===== src/rtl/dmem_pkg.sv =====
// Shared FSM encoding, default parameters and address-check helper for the
// data-memory responder.
package dmem_pkg;

    typedef enum logic [1:0] {
        ST_IDLE = 2'd0,
        ST_WAIT = 2'd1,
        ST_RESP = 2'd2
    } state_t;

    localparam int DEF_DEPTH        = 64;
    localparam int DEF_WAIT_CYCLES  = 2;
    localparam int DEF_MAILBOX_ADDR = 84;
    localparam int DEF_PASS_VALUE   = 7;

    // Wait-state counter holds 0..15.
    localparam int CNT_W = 4;

    // Misaligned byte address or word index past the end of the array.
    function automatic logic addr_err(input logic [31:0] addr, input int depth);
        return (addr[1:0] != 2'b00) || ({2'b00, addr[31:2]} >= 32'(depth));
    endfunction

endpackage


===== src/rtl/dmem_responder_if.sv =====
// Processor-side request/response bus of the data-memory responder, plus
// the sticky mailbox status flags.
interface dmem_responder_if;

    logic        req_valid;
    logic        memwrite;
    logic [31:0] dataadr;
    logic [31:0] writedata;
    logic        req_ready;
    logic        resp_valid;
    logic [31:0] readdata;
    logic        err;
    logic        done;
    logic        pass;

    modport master (
        output req_valid, memwrite, dataadr, writedata,
        input  req_ready, resp_valid, readdata, err, done, pass
    );

    modport slave (
        input  req_valid, memwrite, dataadr, writedata,
        output req_ready, resp_valid, readdata, err, done, pass
    );

endinterface


===== src/rtl/dmem_array.sv =====
// DEPTH x 32 word storage: synchronous write, combinational read, no reset.
module dmem_array
    import dmem_pkg::*;
#(
    parameter int DEPTH = DEF_DEPTH,
    parameter int AW    = (DEPTH > 1) ? $clog2(DEPTH) : 1
) (
    input  logic          clk,
    input  logic          i_we,
    input  logic [AW-1:0] i_waddr,
    input  logic [31:0]   i_wdata,
    input  logic [AW-1:0] i_raddr,
    output logic [31:0]   o_rdata
);

    logic [31:0] r_mem [DEPTH];

    always_ff @(posedge clk) begin
        if (i_we) begin
            r_mem[i_waddr] <= i_wdata;
        end
    end

    assign o_rdata = r_mem[i_raddr];

endmodule


===== src/rtl/dmem_responder.sv =====
// Single-outstanding data-memory responder with programmable wait states and
// a sticky pass/fail mailbox word.
module dmem_responder
    import dmem_pkg::*;
#(
    parameter int DEPTH        = DEF_DEPTH,
    parameter int WAIT_CYCLES  = DEF_WAIT_CYCLES,
    parameter int MAILBOX_ADDR = DEF_MAILBOX_ADDR,
    parameter int PASS_VALUE   = DEF_PASS_VALUE
) (
    input  logic              clk,
    input  logic              reset,
    dmem_responder_if.slave   bus
);

    localparam int AW = (DEPTH > 1) ? $clog2(DEPTH) : 1;
    localparam logic [CNT_W-1:0] WAIT_LD = CNT_W'(WAIT_CYCLES);

    state_t           r_state, w_state_nx;
    logic [CNT_W-1:0] r_cnt, w_cnt_nx;

    logic             r_we;
    logic             r_err;
    logic [31:0]      r_addr;
    logic [31:0]      r_wdata;
    logic             r_done;
    logic             r_pass;

    logic             w_accept;
    logic             w_commit;
    logic             w_mbox_hit;
    logic [31:0]      w_rdata;

    assign w_accept   = (r_state == ST_IDLE) && bus.req_valid;
    assign w_mbox_hit = (r_addr == 32'(MAILBOX_ADDR));

    always_ff @(posedge clk or negedge reset) begin
        if (!reset) begin
            r_state <= ST_IDLE;
            r_cnt   <= '0;
        end else begin
            r_state <= w_state_nx;
            r_cnt   <= w_cnt_nx;
        end
    end

    // The counter reaching zero on an edge is what moves WAIT into RESP, so
    // WAIT lasts WAIT_CYCLES cycles and RESP follows one cycle later.
    always_comb begin
        w_state_nx     = r_state;
        w_cnt_nx       = r_cnt;
        bus.req_ready  = 1'b0;
        bus.resp_valid = 1'b0;
        bus.readdata   = '0;
        bus.err        = 1'b0;
        w_commit       = 1'b0;
        case (r_state)
            ST_IDLE: begin
                bus.req_ready = 1'b1;
                if (w_accept) begin
                    if (WAIT_CYCLES == 0) begin
                        w_state_nx = ST_RESP;
                    end else begin
                        w_state_nx = ST_WAIT;
                        w_cnt_nx   = WAIT_LD;
                    end
                end
            end
            ST_WAIT: begin
                w_cnt_nx = r_cnt - 1'b1;
                if (r_cnt == CNT_W'(1)) begin
                    w_state_nx = ST_RESP;
                end
            end
            ST_RESP: begin
                bus.resp_valid = 1'b1;
                bus.err        = r_err;
                bus.readdata   = (!r_err && !r_we) ? w_rdata : '0;
                w_commit       = r_we && !r_err;
                w_state_nx     = ST_IDLE;
            end
            default: begin
                w_state_nx = ST_IDLE;
                w_cnt_nx   = '0;
            end
        endcase
    end

    // Request is captured once at accept; the bus may change freely afterwards.
    always_ff @(posedge clk or negedge reset) begin
        if (!reset) begin
            r_we    <= 1'b0;
            r_err   <= 1'b0;
            r_addr  <= '0;
            r_wdata <= '0;
        end else if (w_accept) begin
            r_we    <= bus.memwrite;
            r_err   <= addr_err(bus.dataadr, DEPTH);
            r_addr  <= bus.dataadr;
            r_wdata <= bus.writedata;
        end
    end

    // Only the first good mailbox store is recorded.
    always_ff @(posedge clk or negedge reset) begin
        if (!reset) begin
            r_done <= 1'b0;
            r_pass <= 1'b0;
        end else if (w_commit && w_mbox_hit && !r_done) begin
            r_done <= 1'b1;
            r_pass <= (r_wdata == 32'(PASS_VALUE));
        end
    end

    assign bus.done = r_done;
    assign bus.pass = r_pass;

    dmem_array #(
        .DEPTH (DEPTH),
        .AW    (AW)
    ) u_array (
        .clk     (clk),
        .i_we    (w_commit),
        .i_waddr (r_addr[AW+1:2]),
        .i_wdata (r_wdata),
        .i_raddr (r_addr[AW+1:2]),
        .o_rdata (w_rdata)
    );

endmodule


===== src/flat_wrapper.sv =====
// flat-port wrapper written by rule: the top's interface ports become plain ports
module dmem_responder_flat import dmem_pkg::*;
#(
    parameter int DEPTH        = DEF_DEPTH,
    parameter int WAIT_CYCLES  = DEF_WAIT_CYCLES,
    parameter int MAILBOX_ADDR = DEF_MAILBOX_ADDR,
    parameter int PASS_VALUE   = DEF_PASS_VALUE
)
  (clk, reset, bus_req_valid, bus_memwrite, bus_dataadr, bus_writedata, bus_req_ready, bus_resp_valid, bus_readdata, bus_err, bus_done, bus_pass);
  dmem_responder_if bus_i ();
  input  logic clk;
  input  logic reset;
  input wire logic [$bits(bus_i.req_valid)-1:0] bus_req_valid;
  input wire logic [$bits(bus_i.memwrite)-1:0] bus_memwrite;
  input wire logic [$bits(bus_i.dataadr)-1:0] bus_dataadr;
  input wire logic [$bits(bus_i.writedata)-1:0] bus_writedata;
  output wire logic [$bits(bus_i.req_ready)-1:0] bus_req_ready;
  output wire logic [$bits(bus_i.resp_valid)-1:0] bus_resp_valid;
  output wire logic [$bits(bus_i.readdata)-1:0] bus_readdata;
  output wire logic [$bits(bus_i.err)-1:0] bus_err;
  output wire logic [$bits(bus_i.done)-1:0] bus_done;
  output wire logic [$bits(bus_i.pass)-1:0] bus_pass;
  assign bus_i.req_valid = bus_req_valid;
  assign bus_i.memwrite = bus_memwrite;
  assign bus_i.dataadr = bus_dataadr;
  assign bus_i.writedata = bus_writedata;
  assign bus_req_ready = bus_i.req_ready;
  assign bus_resp_valid = bus_i.resp_valid;
  assign bus_readdata = bus_i.readdata;
  assign bus_err = bus_i.err;
  assign bus_done = bus_i.done;
  assign bus_pass = bus_i.pass;
  dmem_responder #(.DEPTH(DEPTH), .WAIT_CYCLES(WAIT_CYCLES), .MAILBOX_ADDR(MAILBOX_ADDR), .PASS_VALUE(PASS_VALUE)) u_core (.clk(clk), .reset(reset), .bus(bus_i));
endmodule

===== config.mk =====
export PLATFORM = sky130hd
export DESIGN_NAME = dmem_responder_flat
export DESIGN_NICKNAME = d
export VERILOG_FILES = /design/src/rtl/dmem_pkg.sv /design/src/rtl/dmem_responder_if.sv /design/src/rtl/dmem_array.sv /design/src/rtl/dmem_responder.sv /design/src/flat_wrapper.sv
export SDC_FILE = /design/constraint.sdc
export NUM_CORES = 2
export LEC_CHECK = 0
export ABC_AREA = 1
export ABC_CLOCK_PERIOD_IN_PS = 11700
export BUFFER_PORTS_ARGS = -buffer_cell sky130_fd_sc_hd__buf_2
export CORE_UTILIZATION = 47
export CTS_BUF_LIST = sky130_fd_sc_hd__clkbuf_8
export CTS_CLUSTER_SIZE = 24
export DETAILED_ROUTE_END_ITERATION = 8
export SLEW_MARGIN = 20
export SYNTH_ARGS = -nofsm -noshare
export SYNTH_HDL_FRONTEND = slang
export SYNTH_SLANG_ARGS = --single-unit

===== constraint.sdc =====
create_clock -name clk -period 11.7 [get_ports clk]
set_input_delay 2.34 -clock clk [delete_from_list [all_inputs] [get_ports clk]]
set_output_delay 2.34 -clock clk [all_outputs]
set_load 0.01 [all_outputs]

# After elaboration in Yosys (flattened, before gate mapping)
# Memory sizes are Yosys's and may differ from the RTL's.
# Index checks and enable logic that the tools add are counted.
# W data, S select, Z words.
[op_classes]
n_lt_le_gt_ge = 1
n_bitwise = 1
eq_ne = 7
mux = 13
n_addsub = 1
reduce_logical = 13
[ops]
columns = ["operator", "count"]
rows = [
  ["$mux W32", 2],
  ["$eq A32 B3 Y1 const B", 1],
  ["$eq A32 B7 Y1 const B", 1],
  ["$ge A30 B7 Y1 const B", 1],
  ["$pmux W4 S3", 1],
  ["$mux W1", 6],
  ["$logic_and A1 B1 Y1", 5],
  ["$eq A4 B1 Y1 const B", 1],
  ["$mux W2", 2],
  ["$mux W4", 1],
  ["$ne A2 B1 Y1 const B", 2],
  ["$pmux W2 S2", 1],
  ["$reduce_and A2 Y1", 2],
  ["$sub A4 B1 Y4 const B", 1],
  ["$logic_not A1 Y1", 3],
  ["$eq A2 B1 Y1 const B", 1],
  ["$eq A2 B2 Y1 const B", 1],
  ["$logic_not A2 Y1", 1],
  ["$reduce_bool A2 Y1", 1],
  ["$logic_or A1 B1 Y1", 1],
  ["$not A1 Y1", 1],
]
[word_totals]
n_memories = 1
mem_bits_rw = 2048
ff_bits = 74
elab_cells = 45
inputBits = 68
[mem_list]
columns = ["memory", "words", "word_bits", "read_ports", "rd_ports_with_merged_regs", "wr", "line", "rtl"]
rows = [
  ["u_core.u_array.r_mem", 64, 32, 1, 0, 1, "dmem_array.sv:16", "logic [31:0] r_mem [DEPTH];"],
]

# Logic depth before layout (Yosys ltp)
[logic_depth]
word_depth = 5
mapped_depth = 15
depth_no_buf = 11

# Hierarchy
# From an unflattened synthesis, not the netlist that was laid out.
[hier_totals]
hier_cells = 7204
area_unflattened_um2 = 85599.6
[modules_own_cells]
columns = ["module", "n_inst", "area_each_um2", "cells_per_inst"]
rows = [
  ["dmem_array", 1, 82097.5, 6737],
  ["dmem_responder", 1, 3502.1, 467],
]

# Worst setup path after synthesis
# Ideal clock, no wire load.
[synth_timing]
path_kind = "register -> register"
startpoint = "register u_core.r_addr[3]"
endpoint = "memory u_core.u_array.r_mem[41][0] (enable)"
path_buffers = 2
setup_ns = 0.502
arrival_time_ns = 4.146
required_ns = 11.198
synth_period_minus_slack_ns = 4.647
path_stages_with_launch = 6
setup_slack_ns = 7.053
cell_sequence = "dfrtp_1 -> buf_2 -> nor2_1 -> clkbuf_1 -> inv_1 -> nor4_1"
[synth_rtl]
columns = ["element", "line", "rtl"]
rows = [
  ["start, declared", "dmem_responder.sv:24", "logic [31:0] r_addr;"],
  ["start signal, assigned", "dmem_responder.sv:99", "r_addr <= bus.dataadr;"],
  ["end, declared", "dmem_array.sv:16", ""],
]
# Straight into the memory's write port.

# Worst setup path after layout
[layout_timing]
startpoint = "register u_core.r_addr[2]"
endpoint = "output port bus_readdata[15]"
[layout_via]
elab_chain_cells = 3
[layout_lines]
columns = ["element", "line", "rtl"]
rows = [
  ["$mem_v2 Z64 W32", "--", ""],
  ["$mux W32", "dmem_responder.sv:78", "bus.readdata = (!r_err && !r_we) ? w_rdata : '0;"],
  ["$mux W32", "dmem_responder.sv:57", "case (r_state)"],
  ["end, declared", "flat_wrapper.sv:19", "output wire logic [$bits(bus_i.readdata)-1:0] bus_readdata;"],
]
# No other way between the ends.

==> impl_metrics.ini <==
[sta]
post-route-period-util_pct = 74.2
max_freq_mhz = 115
rsz0062_at_grt = false
hold_viol = 0
period_minus_slack_ps = 8680
layout_setup_ws_ps = 3020
worst-slew-pin-transition_ps = 1140
slew_headroom_pct = 24.1
fin_skew_ps = 79.3
whs_ps = 480
fin_tns_setup_ps = 0
setup_viol = 0
drv_slew = 0

[critical_path]
start_kind = register
arrival_ps = 6340
r2r_end = u_core.u_array.r_mem[20][0]
crit_fanout = 77
reg2reg_slack_ps = 6140
critical_path.slowest_cell = dfrtp_4
crit_path_end_kind = primary output
path_class = reg -> out
timing.critical_path.slowest_cell_delay_ps = 980
path_cells = buf_4, buf_4, buf_4, nand2_1, nand2_1, nand2_1, nand2_1, nand2_1, nand2_1, nand2_1, nand2_1, nor2_1, a21oi_1, buf_2
rr_startpoint = u_core.r_addr[4]
crit_start = u_core.r_addr[2]
cpMostUsedCell = nand2_1
r2r_cells = 6
required_ps = 9360
worstSetupEndpoint = bus_readdata[15]

[pwr]
pwr_density_cell_mw_per_mm2 = 241
p_leak_uw = 0.0418
ir_drop_v = 0.000353

[floorplanning]
initial_core_util_pct = 47.4
die_x_um = 438
fp-row-count = 159
die_y_um = 438
die_area_sq_mm = 0.192
core_area_sq_mm = 0.188
boundaryPins = 105

[min_path]
holdCritPathClass = reg -> reg

[routing]
viasPerCell = 5.25
wirelength_um = 257000
first_iter_violations = 7018
wl_per_cell_um = 22.0
drcViolationCount = 0
vias = 61300
drtPass1Iterations = 5
ant_nets = 0

[logic_synthesis]
syn_avg_cell_area_sq_um = 10.2
synth_seq_cells = 2122
synth_area_sq_mm = 0.0894
yosysUniqueCellTypes = 32
syn_inst = 8752
ys_seq_area_share_pct = 70.9
ys_warn_count = 0
syn_nets = 8822

[placed_design]
dp.cells = 11100
post-place-ws_ps = 4230
port_buffers = 104
dpl.hpwl_um = 132000
gp_congestion = 0.807

[clocking]
clk_latency_ps = 1050
cts_setup_buffers = 0
cts_hold_buffers = 0
max-clock-path-buffers = 4
clock-root-buffer = clkbuf_8
h-tree-depth = 5
clk_pin_slew_worst_paths_ps = 60
numCtsBuffers = 364
cts_tree = built
cts_resized = 0
clock_sinks = 2122

[layout]
drive_above_1_share_pct = 8.56
multiInputGateArea_sq_mm = 0.0239
register_area_sq_mm = 0.0634
finalNonFillerCells = 11700
nNetsFinal = 9006
area_growth_pct = 10.4
fill_cells = 16700

[grt]
grt_max_degree = 223
grt_usage_pct = 26.5
grt_pass1_wl_um = 377000
grt_pass1_vias = 58200
antenna_found_initial = 6
overflow = 0

[outcome]
status = completed

[run]
maxCapViolCount = 0
-- sequential cells by signal (all words and copies together) (netlist names) --
name                  flops
u_core.bus.done           1
u_core.bus.pass           1
u_core.r_addr            32
u_core.r_cnt              4
u_core.r_err              1
u_core.r_state            2
u_core.r_wdata           32
u_core.r_we               1
u_core.u_array.r_mem   2048
-- layout make-up --
type	instances	share of cell area [%]
Sequential cell	2122	64.3
Multi-Input combinational cell	6129	24.2
Clock buffer	376	5.25
Tap cell	2495	3.17
Timing Repair Buffer	256	1.78
Clock inverter	249	1.04
Inverter	63	0.272
Antenna cell	2	0.00508
-- synthesized netlist by cell type, drive strengths merged --
cell	number	area, sq um
nand2	5805	21800
edfxtp	2048	61500
buf	320	2000
nor2	168	633
clkbuf	118	443
dfrtp	74	1850
inv	63	239
o21ai	46	230
a21oi	33	165
nand3	24	120
nor4	15	93.8
nor3	11	91.3
nand4	8	50.1
o211ai	8	60.1
or2	4	25.0
ha	2	25.0
a31oi	1	6.26
o221ai	1	8.76
o22ai	1	6.26
o32ai	1	8.76
xnor2	1	8.76
-- critical path: cells and delay by family (launching register included) --
kind	cells	cell delay (ps)
flops	1	980
simple gates	9	820
compound gates	1	770
buf+inv	4	2560
-- routing by layer --
layer  part of all wire, %  routed length [um]  track usage (%)
met4                   3.3                8540             9.66
met5                     0                   0                0
met2                    46              117000             41.5
met1                    43              110000             37.3
met3                   8.2               21100             4.39
-- cell families after synthesis --
| family | synth area share [%] |
|---|---|
| simple gates | 25.5 |
| xor+xnor | 0.00980 |
| buf+inv | 3.01 |
| compound gates | 0.543 |
| flops | 70.9 |
| fa+ha+maj | 0.0280 |
-- report_power, final --
group	total, uW	leakage [uW]	internal [uW]	switching, uW
Sequential	9720	0.0194	9490	230
Clock	5920	0.00363	2970	2950
Combinational	8100	0.0187	1770	6320
-- placed cells by master, fill, tap and decap left out, types with 39 or more instances in the layout --
master    instances
nand2_1        5804
o21ai_0          43
buf_2           103
clkbuf_8        376
buf_4           145
inv_1           181
edfxtp_1       2048
clkinv_1         93
nor2_1          101
dfrtp_1          39
nor2_4           64
-- worst min path at each step --
stage               cells past startpoint         startpoint                           to
floorplan                               2   u_core.r_addr[1]             u_core.r_addr[1]
global placement                        2   u_core.r_addr[8]             u_core.r_addr[8]
detailed placement                      2  u_core.r_addr[12]            u_core.r_addr[12]
CTS                                     2  u_core.r_addr[12]            u_core.r_addr[12]
global route                            0  u_core.r_wdata[1]  u_core.u_array.r_mem[28][1]
finish                                  2  u_core.r_addr[22]            u_core.r_addr[22]
-- stage by stage --
| stage | utilization (%) | cell area [sq um] | power [uW] |
|---|---|---|---|
| global route | 52.3 | 98600 | 25000 |
| finish | 52.3 | 98600 | 23700 |
| CTS | 52.3 | 98600 | 23800 |
| global placement | 49.0 | 92400 | 17800 |
| floorplan | - | 89400 | 15100 |
| detailed placement | 49.0 | 92400 | 17900 |
No activity file was read; power rests on OpenSTA's default activity.
